$ cat config.mk
export PLATFORM = sky130hd
export DESIGN_NAME = pipe_sched
export DESIGN_NICKNAME = d
export VERILOG_FILES = /design/src/rtl/pipe_pkg.sv /design/src/rtl/sb_match.sv /design/src/rtl/pipe_sched.sv
export SDC_FILE = /design/constraint.sdc
export NUM_CORES = 1
export LEC_CHECK = 0
export CORE_MARGIN = 5
export CORE_UTILIZATION = 55
export CTS_CLUSTER_SIZE = 12
export DETAILED_ROUTE_END_ITERATION = 6
export DONT_BUFFER_PORTS = 1
export GPL_ROUTABILITY_DRIVEN = 0
export PLACE_DENSITY = 0.74
export SYNTH_ARGS = -nofsm -noshare
export SYNTH_HDL_FRONTEND = slang
export SYNTH_HIERARCHICAL = 1
export SYNTH_SLANG_ARGS = --single-unit
$ cat constraint.sdc
create_clock -name clk -period 3.1 [get_ports clk]
set_clock_uncertainty 0.05 [all_clocks]
set_input_delay 0.62 -clock clk [delete_from_list [all_inputs] [get_ports clk]]
set_output_delay 0.62 -clock clk [all_outputs]
set_load 0.01 [all_outputs]
$ cat src/rtl/pipe_pkg.sv
// -----------------------------------------------------------------------------
// pipe_pkg
// Shared definitions for the pipeline hazard scheduler:
//   - REGFILE_ADDRESS_LEN : register-file address width (4 -> R0..R15)
//   - STALL_CNT_W         : width of the saturating stall counter (16)
//   - sb_entry_t          : one scoreboard entry {valid, dest, wb_en, mem_read}
//   - SB_EMPTY            : an invalid (bubble) scoreboard entry
//   - stall_sat_inc()     : saturating increment used by the stall counter
// -----------------------------------------------------------------------------
package pipe_pkg;

    localparam int REGFILE_ADDRESS_LEN = 4;
    localparam int STALL_CNT_W         = 16;

    localparam logic [STALL_CNT_W-1:0] STALL_CNT_MAX  = {STALL_CNT_W{1'b1}};
    localparam logic [STALL_CNT_W-1:0] STALL_CNT_ONE  = {{(STALL_CNT_W-1){1'b0}}, 1'b1};
    localparam logic [STALL_CNT_W-1:0] STALL_CNT_ZERO = {STALL_CNT_W{1'b0}};

    typedef struct packed {
        logic                           valid;
        logic [REGFILE_ADDRESS_LEN-1:0] dest;
        logic                           wb_en;
        logic                           mem_read;
    } sb_entry_t;

    localparam sb_entry_t SB_EMPTY = '{
        valid:    1'b0,
        dest:     {REGFILE_ADDRESS_LEN{1'b0}},
        wb_en:    1'b0,
        mem_read: 1'b0
    };

    // Counter increment that sticks at all-ones instead of wrapping.
    function automatic logic [STALL_CNT_W-1:0] stall_sat_inc(
        input logic [STALL_CNT_W-1:0] value
    );
        logic [STALL_CNT_W-1:0] next_value;
        if (value == STALL_CNT_MAX) begin
            next_value = value;
        end else begin
            next_value = value + STALL_CNT_ONE;
        end
        return next_value;
    endfunction

endpackage

$ cat src/rtl/sb_match.sv
// -----------------------------------------------------------------------------
// sb_match
// Compares one scoreboard entry against one source register address.
// Ports:
//   i_entry     : scoreboard entry under test
//   i_src       : source register address read by the ID instruction
//   i_load_only : when 1, only an entry produced by a load can match
//   o_match     : entry is a live register-file producer of i_src
// Address 15 is compared like any other register.
// -----------------------------------------------------------------------------
module sb_match
    import pipe_pkg::*;
(
    input  sb_entry_t                      i_entry,
    input  logic [REGFILE_ADDRESS_LEN-1:0] i_src,
    input  logic                           i_load_only,
    output logic                           o_match
);

    assign o_match = i_entry.valid
                   & i_entry.wb_en
                   & (i_entry.dest == i_src)
                   & (~i_load_only | i_entry.mem_read);

endmodule

$ cat src/rtl/pipe_sched.sv
// -----------------------------------------------------------------------------
// pipe_sched
// Scoreboard-based hazard detection for a 5-stage pipeline. Tracks the
// instructions currently in EXE and MEM and stalls the ID instruction when it
// reads a register one of them will still write.
//
// Ports:
//   clk          : pipeline clock
//   rst          : synchronous active-high reset
//   id_valid     : ID holds a real instruction
//   id_src1      : Rn address in ID
//   id_src2      : second source address in ID (Rm, or Rd for stores)
//   id_two_src   : id_src2 is actually read
//   id_dest      : Rd address in ID
//   id_wb_en     : ID instruction writes the register file
//   id_mem_read  : ID instruction is a load
//   branch_taken : branch resolved taken in EXE this cycle
//   hazard       : insert bubble into ID/EXE (combinational)
//   freeze       : hold PC and IF/ID (combinational, equals hazard)
//   flush        : clear IF/ID and ID/EXE (combinational, equals branch_taken)
//   stall_count  : saturating count of hazard cycles
//
// Build option:
//   PIPE_SCHED_FORWARDING_EN defined   -> only a load sitting in EXE stalls ID
//                                         (load-use, one stall cycle).
//   PIPE_SCHED_FORWARDING_EN undefined -> any producer in EXE or MEM stalls ID.
// -----------------------------------------------------------------------------
module pipe_sched
    import pipe_pkg::*;
(
    input  logic                           clk,
    input  logic                           rst,
    input  logic                           id_valid,
    input  logic [REGFILE_ADDRESS_LEN-1:0] id_src1,
    input  logic [REGFILE_ADDRESS_LEN-1:0] id_src2,
    input  logic                           id_two_src,
    input  logic [REGFILE_ADDRESS_LEN-1:0] id_dest,
    input  logic                           id_wb_en,
    input  logic                           id_mem_read,
    input  logic                           branch_taken,
    output logic                           hazard,
    output logic                           freeze,
    output logic                           flush,
    output logic [STALL_CNT_W-1:0]         stall_count
);

    sb_entry_t              r_exe;
    sb_entry_t              r_mem;
    logic [STALL_CNT_W-1:0] r_stall_count;

    sb_entry_t w_mem_view;
    logic      w_exe_load_only;
    logic      w_mem_check_en;
    logic      w_m_exe_s1;
    logic      w_m_exe_s2;
    logic      w_m_mem_s1;
    logic      w_m_mem_s2;
    logic      w_raw;
    logic      w_issue;

`ifdef PIPE_SCHED_FORWARDING_EN
    // With forwarding, ALU results reach ID in time; only a load in EXE stalls.
    assign w_exe_load_only = 1'b1;
    assign w_mem_check_en  = 1'b0;
`else
    assign w_exe_load_only = 1'b0;
    assign w_mem_check_en  = 1'b1;
`endif

    // MEM entry as seen by the comparators; masked off when MEM never stalls.
    always_comb begin
        w_mem_view       = r_mem;
        w_mem_view.valid = r_mem.valid & w_mem_check_en;
    end

    sb_match u_match_exe_s1 (
        .i_entry     (r_exe),
        .i_src       (id_src1),
        .i_load_only (w_exe_load_only),
        .o_match     (w_m_exe_s1)
    );

    sb_match u_match_exe_s2 (
        .i_entry     (r_exe),
        .i_src       (id_src2),
        .i_load_only (w_exe_load_only),
        .o_match     (w_m_exe_s2)
    );

    sb_match u_match_mem_s1 (
        .i_entry     (w_mem_view),
        .i_src       (id_src1),
        .i_load_only (1'b0),
        .o_match     (w_m_mem_s1)
    );

    sb_match u_match_mem_s2 (
        .i_entry     (w_mem_view),
        .i_src       (id_src2),
        .i_load_only (1'b0),
        .o_match     (w_m_mem_s2)
    );

    // src2 only counts when the instruction really reads it.
    assign w_raw = id_valid
                 & ((w_m_exe_s1 | w_m_mem_s1)
                 | (id_two_src & (w_m_exe_s2 | w_m_mem_s2)));

    // A taken branch squashes ID anyway, so it overrides the stall.
    assign flush   = branch_taken;
    assign hazard  = w_raw & ~branch_taken;
    assign freeze  = hazard;
    assign w_issue = id_valid & ~hazard & ~branch_taken;

    assign stall_count = r_stall_count;

    // Scoreboard shift (ID -> EXE -> MEM) and saturating stall counter.
    always_ff @(posedge clk) begin
        if (rst) begin
            r_exe         <= SB_EMPTY;
            r_mem         <= SB_EMPTY;
            r_stall_count <= STALL_CNT_ZERO;
        end else begin
            r_mem <= r_exe;
            if (w_issue) begin
                r_exe <= '{
                    valid:    1'b1,
                    dest:     id_dest,
                    wb_en:    id_wb_en,
                    mem_read: id_mem_read
                };
            end else begin
                r_exe <= SB_EMPTY;
            end
            if (hazard) begin
                r_stall_count <= stall_sat_inc(r_stall_count);
            end else begin
                r_stall_count <= r_stall_count;
            end
        end
    end

endmodule

==> flow_summary.ini <==
[sta]
slew_violations = 0
max_freq_ghz = 0.3506
layout_min_cycle_time_ps = 2852
hold_viol_final = 0
finalCritPeriodShare_pct = 92.00
finalSetupViolCount = 0
relSlewSlack_pct = 49.07
rsz0062_at_grt = false
tns_ps = 0
fin_hold_ws_ps = 313.6
tightest_slew_ps = 757.6

[final_layout]
area_growth_pct = 4.878
diodes = 0
regArea_um2 = 600.6
fin_nets = 188
drive_above_1_share_pct = 12.43
fill_cells = 239
multi_input_area_um2 = 867.1

[status]
status = completed

[synth]
postSynthCellCount = 166
synth_ff_type = dfxtp_1
synthDistinctLibCells = 38
synthArstFlopShare_pct = 0
ys_seq_area_share_pct = 39.02
synth_top_cell_area_share_pct = 39.02
synth-warning-count = 6
synth.largest_area_cell = dfxtp_1
synth.avg_cell_area_um2 = 9.271
synth_edf_count = 0
syn_area_mm2 = 0.001539
ys_ff_latch = 30
ys_top_cells_by_area = dfxtp_1 (39%), xor2_1 (6.8%), nor2b_1 (5.3%), nor4_2 (4.1%), mux2_2 (3.7%)

[power_and_ir_drop]
vdd_drop_max_mv = 0.3373
power.leakage_nw = 0.5623
p_per_area_mw_per_mm2 = 444.6

[critical_path]
path_cells = xnor2_1 -> o2111ai_1 -> nor4_2 -> o21ai_1 -> a21o_1 -> inv_1
critPathCaptureType = primary output
worstPathRequired_ps = 2430
crit_family = compound AO/OA/AOI/OAI gates
cp_max_fo = 20
cpPeakStageDelay_ps = 390
critical_path_buf_inv_count = 1
critPathArrivalTime_ps = 2180
slowest_stage = a21o_1
critPathKind = reg -> out
cp-start-kind = flop

[cts]
cts_resized = 0
insertion_delay_ps = 320
tritoncts = yes
clkSlewWorstSetupHoldPaths_ps = 100
htreeDepth = 2
holdBufCountCts = 0
cts_setup_buffers = 0
cts_buffer_depth = 2
root_buffer = clkbuf_4
clock_sinks = 30
numCtsBuffers = 5

[global_route]
use_met2_pct = 29.74
grt.busiest_layer = met2
grtUsageMet1_pct = 17.29
use_met3_pct = 7.554
grt_max_degree = 31
grt_pass1_vias = 1193
grt.overflow.total = 0
grt_pass1_wl_mm = 5.368
antenna_found_initial = 0
grt_util_all_layers_pct = 16.78

[die]
die_y_um = 62.90
io_pins = 38
die_w_um = 62.90
core_mm2 = 0.002710
start_util_pct = 56.79
dieArea_mm2 = 0.003956
rows = 19

[drt]
ant_nets = 0
drcViolationCount = 0
drtIter0Drc = 21
vias = 1222
via_per_inst = 6.110
first_pass_iters = 4
wl_mm = 3.279
wire_per_inst_um = 16.40

[place]
place_hpwl_mm = 2.486
port_buffers = 0

[run]
maxCapViolCount = 0

[hold_path]
hold_class = in -> reg
==> metal layers <==
| metal | vias up | routed length (um) |
|---|---|---|
| met1 | 568 | 1219 |
| met2 | 51 | 1755 |
| met5 | - | 0 |
| li1 | 599 | - |
| met4 | 0 | 36 |
| met3 | 4 | 268 |
==> cell usage after synthesis (2+ instances only) <==
master,n
nor2_1,8
nand2_1,5
inv_1,6
xor2_1,12
o2111ai_1,4
nor3_1,4
clkbuf_1,3
dfxtp_1,30
mux2_2,5
nor4_1,4
nor4_2,5
and2_1,7
nor2b_1,13
o31ai_1,7
or4_1,7
xnor2_1,4
nand4_1,5
o21ai_0,2
buf_4,3
nand3_1,5
a21oi_1,10
==> worst reg2reg max path, stage by stage (launching register included) <==
cell and delay, ps:
dfxtp_1 380, xnor2_1 150, o2111ai_1 170, nor4_2 310, o21ai_1 140, a21o_1 390, nor4_1 430, mux2_2 380
==> through the flow <==
step | total power, mW | utilization (%) | instances | worst slack [ps] | instance area (um2)
finish | 0.7176 | 59.56 | 200 | 248.1 | 1614
global route | 0.7484 | 59.56 | 200 | 120.6 | 1614
CTS | 0.7266 | 59.56 | 200 | 247.9 | 1614
detailed placement | 0.4249 | 56.69 | 192 | 329.3 | 1536
global placement | 0.4231 | 56.69 | 192 | 427.0 | 1536
floorplan | 0.4276 | - | 169 | 493.8 | 1550
==> logic make-up after synthesis <==
| logic type | after synthesis | synth area share, % |
|---|---|---|
| AO/OA/AOI/OAI | 26 | 11.14 |
| XOR/XNOR | 16 | 9.105 |
| adder cells (fa/ha/maj) | 1 | 0.8129 |
| buffers and inverters | 15 | 5.365 |
| flip-flops | 30 | 39.02 |
| multiplexers | 6 | 4.390 |
| other | 1 | 0.2437 |
| AND/OR/NAND/NOR | 71 | 29.92 |
==> sequential cells by signal (all words and copies together) (netlist names) <==
name         flops
r_mem            7
stall_count     16
r_exe            7
==> layout by cell type (no fill, tap or decap), types with 2 or more instances in the layout <==
master,count
o2111ai_1,4
a21oi_1,10
nand3_1,5
nor4_2,5
inv_1,6
nor2b_1,13
xor2_1,12
o31ai_1,7
and2_1,7
nand4_1,5
o21ai_0,2
nor3_1,4
or4_1,7
clkinv_2,2
mux2_2,5
clkbuf_4,5
xnor2_1,4
conb_1,4
nor4_1,4
nor2_1,8
nand2_1,5
dfxtp_1,30
==> final cells by class <==
class	count	share of cell area, %
clock buffer	5	2.326
clock inverter	3	2.481
multi-input combinational	124	53.72
inverter	6	1.395
sequential	30	37.21
tap	31	2.403
timing repair buffer	1	0.4651
==> where the power goes <==
part	switching [mW]	internal, mW
Combinational	0.0112	0.0121
Clock	0.134	0.167
Sequential	0.00355	0.389
Total	0.149	0.568
==> final timing paths <==
path                            startpoint  slack, ps  cells after the start        endpoint
worst min-delay path                   rst        310                      1  stall_count[0]
worst min register to register    r_exe[0]        450                      1        r_mem[0]
worst max-delay path              r_exe[3]        250                      6          hazard
worst max register to register    r_exe[3]        590                      7  stall_count[9]
Note: power is estimated with default switching activity, not from simulation.
